--- src/rtl/lib_vc_transmitter_pkg.sv ---
// Shared configuration for the VC transmitter: packet type and credit-width helper.
package lib_vc_transmitter_pkg;

    localparam int unsigned PKT_W = 32;

    // Packet carried from the switch to the downstream VC buffer.
    typedef struct packed {
        logic [7:0]  tag;
        logic [23:0] payload;
    } packet_t;

    // Bits needed to hold a credit count in the range 0..depth.
    function automatic int unsigned cred_w(input int unsigned depth);
        return $clog2(depth + 1);
    endfunction

endpackage

--- src/rtl/lib_credit_counter.sv ---
// Per-VC credit counter: starts at DEPTH, decrements on send, increments on credit
// return, saturates at DEPTH. With LIB_VC_TX_CREDIT_CHECK_EN an overflow flag
// reports a return arriving while the count is already full and no send occurs.
module lib_credit_counter
    import lib_vc_transmitter_pkg::*;
#(
    parameter int unsigned DEPTH  = 4,
    parameter int unsigned CRED_W = cred_w(DEPTH)
) (
    input  logic              clk,
    input  logic              reset,
    input  logic              dec,
    input  logic              inc,
    output logic [CRED_W-1:0] count
`ifdef LIB_VC_TX_CREDIT_CHECK_EN
    ,
    output logic              overflow
`endif
);

    localparam logic [CRED_W-1:0] FULL = CRED_W'(DEPTH);
    localparam logic [CRED_W-1:0] ONE  = CRED_W'(1);

    logic [CRED_W-1:0] count_q;
    logic [CRED_W-1:0] count_d;
    logic              at_full;
    logic              at_empty;

    assign at_full  = (count_q == FULL);
    assign at_empty = (count_q == '0);

    // Next count: send and return together cancel; never wrap below zero or above DEPTH.
    always_comb begin
        count_d = count_q;
        if (dec && !inc && !at_empty) begin
            count_d = count_q - ONE;
        end else if (inc && !dec && !at_full) begin
            count_d = count_q + ONE;
        end
    end

    // Credit state; downstream buffer is empty after reset so all credits are available.
    always_ff @(posedge clk or posedge reset) begin
        if (reset) begin
            count_q <= FULL;
        end else begin
            count_q <= count_d;
        end
    end

    assign count = count_q;

`ifdef LIB_VC_TX_CREDIT_CHECK_EN
    assign overflow = inc && !dec && at_full;
`endif

endmodule

--- src/rtl/lib_vc_transmitter.sv ---
// Output-port transmitter feeding a downstream router's per-VC input buffers.
// Holds one packet from the switch and only presents it when the target VC has
// credit. Optional sticky protocol checking is enabled by LIB_VC_TX_CREDIT_CHECK_EN.
module lib_vc_transmitter
    import lib_vc_transmitter_pkg::*;
#(
    parameter int unsigned RADIX = 5,
    parameter int unsigned DEPTH = 4
) (
    input  logic             clk,
    input  logic             reset,
    input  packet_t          i_data,
    input  logic [0:RADIX-1] i_data_val,
    output logic             o_en,
    output packet_t          o_data,
    output logic [0:RADIX-1] o_data_val,
    input  logic [0:RADIX-1] i_credit
`ifdef LIB_VC_TX_CREDIT_CHECK_EN
    ,
    output logic             o_error
`endif
);

    localparam int unsigned CRED_W = cred_w(DEPTH);

    logic             hold_val_q;
    packet_t          hold_data_q;
    logic [0:RADIX-1] hold_vc_q;

    logic [0:RADIX-1] vc_fix;
    logic [0:RADIX-1] cred_avail;
    logic [CRED_W-1:0] credit [RADIX];
    logic             send;
    logic             accept;

    // Reduce a possibly multi-hot request to the lowest set VC index.
    always_comb begin
        logic found;
        found  = 1'b0;
        vc_fix = '0;
        for (int i = 0; i < RADIX; i++) begin
            if (i_data_val[i] && !found) begin
                vc_fix[i] = 1'b1;
                found     = 1'b1;
            end
        end
    end

    // The held packet leaves only when its VC has at least one credit.
    assign send       = hold_val_q && ((hold_vc_q & cred_avail) != '0);
    assign o_data_val = send ? hold_vc_q : '0;
    assign o_data     = hold_data_q;

    // Accept while the holding register is empty or draining this cycle.
    assign o_en   = !reset && (!hold_val_q || send);
    assign accept = (i_data_val != '0) && o_en;

    // Single-entry holding register between the switch and the link.
    always_ff @(posedge clk or posedge reset) begin
        if (reset) begin
            hold_val_q  <= 1'b0;
            hold_data_q <= '0;
            hold_vc_q   <= '0;
        end else if (accept) begin
            hold_val_q  <= 1'b1;
            hold_data_q <= i_data;
            hold_vc_q   <= vc_fix;
        end else if (send) begin
            hold_val_q  <= 1'b0;
        end
    end

`ifdef LIB_VC_TX_CREDIT_CHECK_EN
    logic [0:RADIX-1] ovf;
    logic             multi_hot;
    logic             error_q;

    assign multi_hot = ($countones(i_data_val) > 1);

    // Sticky error: only reset clears it.
    always_ff @(posedge clk or posedge reset) begin
        if (reset) begin
            error_q <= 1'b0;
        end else if ((accept && multi_hot) || (ovf != '0)) begin
            error_q <= 1'b1;
        end
    end

    assign o_error = error_q;
`endif

    for (genvar g = 0; g < RADIX; g++) begin : g_vc
        lib_credit_counter #(
            .DEPTH  (DEPTH),
            .CRED_W (CRED_W)
        ) u_credit (
            .clk      (clk),
            .reset    (reset),
            .dec      (o_data_val[g]),
            .inc      (i_credit[g]),
            .count    (credit[g])
`ifdef LIB_VC_TX_CREDIT_CHECK_EN
            ,
            .overflow (ovf[g])
`endif
        );

        assign cred_avail[g] = (credit[g] != '0);
    end

endmodule

--- config.mk ---
export PLATFORM = sky130hd
export DESIGN_NAME = lib_vc_transmitter
export DESIGN_NICKNAME = d
export VERILOG_FILES = /design/src/rtl/lib_vc_transmitter_pkg.sv /design/src/rtl/lib_credit_counter.sv /design/src/rtl/lib_vc_transmitter.sv
export SDC_FILE = /design/constraint.sdc
export NUM_CORES = 1
export LEC_CHECK = 0
export BUFFER_PORTS_ARGS = -buffer_cell sky130_fd_sc_hd__buf_2
export CAP_MARGIN = 20
export CELL_PAD_IN_SITES_DETAIL_PLACEMENT = 0
export CELL_PAD_IN_SITES_GLOBAL_PLACEMENT = 1
export CORE_MARGIN = 3
export CORE_UTILIZATION = 40
export DETAILED_ROUTE_END_ITERATION = 10
export PLACE_DENSITY_LB_ADDON = 0.1
export REMOVE_ABC_BUFFERS = 1
export SLEW_MARGIN = 30
export SYNTH_ARGS = -nofsm -noshare
export SYNTH_HDL_FRONTEND = slang
export SYNTH_SLANG_ARGS = --single-unit
--- constraint.sdc ---
create_clock -name clk -period 2.5 [get_ports clk]
set_input_delay 0.625 -clock clk [delete_from_list [all_inputs] [get_ports clk]]
set_output_delay 0.625 -clock clk [all_outputs]
set_load 0.005 [all_outputs]
# [Word level (Yosys, flattened, before mapping)]
# Index checks and enable logic that the tools add are counted.
[word_totals] regBits=53 input_bits=44 output_inout_bits=38 wordCells=118
[classes] n_addsub=10 n_eq_ne=5 n_mux=21 bitwise_logic=1 reduce_logical=72
[op_table] operator="2-to-1 mux 3 bit" n=10
[op_table] operator="logical AND 1 bit" n=27
[op_table] operator="zero test 1 bit" n=26
[op_table] operator="adder 3 x 1 -> 3 bit, second input constant" n=5
[op_table] operator="equality test 3 bit, second input constant" n=5
[op_table] operator="zero test 3 bit" n=5
[op_table] operator="nonzero test 3 bit" n=5
[op_table] operator="subtractor 3 x 1 -> 3 bit, second input constant" n=5
[op_table] operator="nonzero test 2 bit" n=6
[op_table] operator="2-to-1 mux 1 bit" n=10
[op_table] operator="nonzero test 5 bit" n=2
[op_table] operator="bitwise AND 5 bit" n=1
[op_table] operator="2-to-1 mux 5 bit" n=1
[op_table] operator="logical OR 1 bit" n=1

# [Logic depth before layout (Yosys ltp)]
[depth] ltp_word=13 ltp_mapped=8 depth_no_buf=7

# [Modules after synthesis]
# From an unflattened synthesis, not the netlist that was laid out.
[unflattened] hier_cells=211 hier_area_um2=2780.2
[modules_own_cells] mod="lib_vc_transmitter" instances=1 cells_per_inst=111 area_per_inst_um2=1754.2 seq_area_each_um2=950.9
[modules_own_cells] mod="lib_credit_counter" instances=5 cells_per_inst=20 area_per_inst_um2=205.2 seq_area_each_um2=76.3

# [Worst setup path before layout]
# No wires, ideal clock.
[synth_timing] path_type="input to register" startpoint="input port reset" endpoint="register hold_data_q (netlist bit o_data[10])" setup_time_ps=125 t_arrival_ps=2782 required_time_ps=2375 path_slack_ps=-407 path_stages=5 n_path_buf=1 path_cell_list="inv_1 > o21ai_2 > a21oi_4 > buf_12 > mux2_4"
[synth_between] elab_chain_cells=3
[synth_rtl] item="start, declared" line="lib_vc_transmitter.sv:11" text="input logic reset,"
[synth_rtl] item="zero test 1 bit (no source line)"
[synth_rtl] item="logical AND 1 bit" line="lib_vc_transmitter.sv:55" text="assign o_en = !reset && (!hold_val_q || send);"
[synth_rtl] item="logical AND 1 bit" line="lib_vc_transmitter.sv:56" text="assign accept = (i_data_val != '0) && o_en;"
[synth_rtl] item="end signal, assigned" line="lib_vc_transmitter.sv:66" text="hold_data_q <= i_data;"
[synth_rtl] item="end, declared" line="lib_vc_transmitter.sv:27" text="packet_t hold_data_q;"
# No other way between the ends.
# A chain may end at the register's enable or synchronous reset.

# [Worst setup path after layout]
[layout_timing] startpoint="register g_vc[3].u_credit.count_q[2]" endpoint="output port o_data_val[2] in the netlist's numbering"
[layout_between] elab_chain_cells=5
[layout_rtl] item="start, declared" line="lib_credit_counter.sv:24" text="logic [CRED_W-1:0] count_q;"
[layout_rtl] item="start signal, assigned" line="lib_credit_counter.sv:47" text="count_q <= count_d;"
[layout_rtl] item="nonzero test 3 bit" line="lib_vc_transmitter.sv:108" text="assign cred_avail[g] = (credit[g] != '0);"
[layout_rtl] item="bitwise AND 5 bit" line="lib_vc_transmitter.sv:50" text="assign send = hold_val_q && ((hold_vc_q & cred_avail) != '0);"
[layout_rtl] item="nonzero test 5 bit" line="lib_vc_transmitter.sv:50"
[layout_rtl] item="logical AND 1 bit" line="lib_vc_transmitter.sv:50"
[layout_rtl] item="2-to-1 mux 5 bit" line="lib_vc_transmitter.sv:51" text="assign o_data_val = send ? hold_vc_q : '0;"
[layout_rtl] item="end, declared" line="lib_vc_transmitter.sv:16" text="output logic [0:RADIX-1] o_data_val,"
# No other way between the ends.

==> impl_metrics.toml <==
[status]
outcome = "completed"

[route]
route.detailed.drc = 0
antenna_left = 0
vias_per_cell = 4.96
wl_per_cell_um = 15.2
vias = 1928
drtPass1Iterations = 4
drt_iter0_drc = 62
drt-total-wl_mm = 5.90

[yosys]
synth_compound_area_share_pct = 9.47
yosys.area_share.simple_pct = 9.83
synth_top_family_by_area = "multiplexers"
synth_edf_count = 0
ys.flop_type = "dfrtp_1"
ys_seq_area_share_pct = 48.5
post_synth_xor_area_fraction_pct = 1.91
yosys-top-cells-area = "dfrtp_1, mux2_4, dfstp_2"
synth_cell_types = 45
synth.cell_area_um2 = 2750
synth_top_area_share_pct = 43.7
synthMuxAreaShare_pct = 20.1
syn-mean-instance-area_um2 = 12.4
post-synth-top-area-cell = "dfrtp_1"
async_reset_ff_share_pct = 100
yosysWarnings = 0
synth_fa_ha_area_share_pct = 3.64
synthCells = 222
ys_ff_latch = 53

[global_routing]
grt_usage_pct = 15.8
overflow = 0
grt_pass1_vias = 1957
antenna_found_initial = 0
grt_max_degree = 54
grt_pass1_wl_mm = 9.67

[floorplan]
core_area_um2 = 6490
start_util_pct = 42.3
num_rows = 29
die_w_um = 88.9
chipHeight_um = 88.9
io_pins = 82
die_area_um2 = 7900

[critical_path]
rr_endpoint = "g_vc[1].u_credit.count[2]"
path_class = "register to primary output"
crit_arrival_ps = 1740
cp_max_fo = 6
worstSetupEndpointType = "primary output"
reg2reg_slack_ps = 240
worstPathRequired_ps = 1880
r2r_cells = 4
critPathLaunchType = "register"
r2r-start = "hold_val_q"

[power]
seq_power_share_pct = 40.6
ir_drop_v = 0.000397
cellPowerDensity_nw_per_um2 = 1090
pwr-share-comb_pct = 46.1
p_switching_mw = 1.31
swShare_pct = 35.8
power.share.clock_pct = 13.3
leakagePower_nw = 1.64
p_int_mw = 2.35

[placement]
gp_congestion = 0.774
dp.cells = 380
io_buffers = 81
dp_hpwl_mm = 4.31

[layout]
multi_input_area_um2 = 1270
nets = 360
antenna_cells = 0
fin_cells = 389
area_growth_pct = 21.8
final_common_cell = "buf_2"
drive_gt1_share_pct = 48.7
fillers = 589
regArea_um2 = 1330
mostFrequentLayoutCells = "buf_2, dfrtp_1, mux2_4, inv_1, nand2_1"

[sta]
worst_clock_skew_ps = 13.9
rsz0062_at_grt = "no"
hold_violations = 0
period_share_pct = 94.8
max_slew.worst_pin.slew_ps = 823
maxSlewViolCount = 0
timing.setup.tns_ps = 0
slew_headroom_pct = 45.1
setup_viol = 0
min_period_ps = 2370
fmax_mhz = 422

[job]
maxCapViolations = 0

[clocking]
clk_pin_slew_ps = 100
post_cts_buffers = 0
cts_root_buffer = "clkbuf_8"
cts_tree = "built"
htree_levels = 2
clk_latency_ps = 300
cts_buffers = 5
max-clock-path-buffers = 2
clock_sinks = 53

[worst_hold_path]
hold_path_startpoint = "o_data[25]"
hold-path-endpoint = "o_data[25]"
hold_depth = 1
hp-class = "register to register"
==> cell families after synthesis <==
family,count (synthesis)
AND/OR/NAND/NOR,53
flip-flops,53
multiplexers,40
AO/OA/AOI/OAI,35
buffers and inverters,30
XOR/XNOR,6
adder cells (fa/ha/maj),5
==> worst max-delay path by stage <==
stage                                         start             to  slack (ps)
final                     g_vc[3].u_credit.count[2]  o_data_val[2]         130
after global routing      g_vc[0].u_credit.count[0]  o_data_val[3]          30
after CTS                 g_vc[1].u_credit.count[0]           o_en          30
after detailed placement              i_data_val[0]     o_data[24]          50
after global placement                i_data_val[0]     o_data[24]          90
after floorplan                               reset     o_data[24]        -940
==> cells in the mapped netlist (2+ instances only) <==
library cell / number
buf_12: 3
o31ai_1: 3
mux2_2: 5
a31oi_1: 3
nor3_1: 5
dfstp_2: 5
inv_1: 21
xnor2_1: 5
and3b_1: 2
mux2i_1: 6
a21oi_1: 6
nand2b_1: 2
nor4_1: 2
a21o_2: 3
mux2_4: 29
buf_4: 5
a32oi_1: 2
nor2_1: 10
dfrtp_1: 48
o21ai_0: 8
fa_1: 5
nand2_1: 18
nand3_1: 4
==> sequential cells by signal, summed over array words and instances, names as in the netlist <==
register / count
o_data: 32
g_vc.u_credit.count: 15
hold_vc_q: 5
hold_val_q: 1
==> layout make-up <==
cell class,instances,share of cell area [%]
Clock inverter,2,0.486
Multi-Input combinational cell,140,37.8
Inverter,21,2.35
Sequential cell,53,39.8
Clock buffer,6,2.17
Tap cell,77,2.88
Timing Repair Buffer,90,14.5
==> layer usage <==
| metal | global-route usage (%) | wire length [µm] |
|---|---|---|
| met4 | 4.67 | 57 |
| met3 | 3.04 | 215 |
| met2 | 26.0 | 3020 |
| met1 | 21.3 | 2610 |
| met5 | 0 | 0 |
==> power groups by stage <==
stage | sequential [mW] | combinational [mW] | clock (mW)
floorplan | 1.49 | 1.07 | 0
global placement | 1.49 | 1.65 | 0
detailed placement | 1.49 | 1.67 | 0
CTS | 1.48 | 1.68 | 0.508
global route | 1.54 | 1.89 | 0.546
finish | 1.49 | 1.69 | 0.486
==> stage by stage <==
step	cell area [µm²]	worst slack, ps	power [mW]	util, %	hold WS [ps]
after CTS	3320	33.4	3.67	51.2	513
after detailed placement	3230	46.1	3.16	49.7	486
after global routing	3350	31.8	3.98	51.6	521
final	3350	130	3.66	51.6	511
after global placement	3230	85.9	3.14	49.7	487
after floorplan	2650	-944	2.56	-	489
==> critical path, stage by stage, from the launching register on <==
cell and delay (ps):
dfstp_2 550, nor3_2 50, o211a_4 230, buf_4 170, a21oi_1 270, buf_2 170
==> timing repair <==
item	in CTS	in global routing
gates cloned	0	1
resized for setup	1	3
hold buffers	0	0
pin swaps	0	1
endpoints found under the setup margin	1	6
No activity file was read; power rests on OpenSTA's default activity.
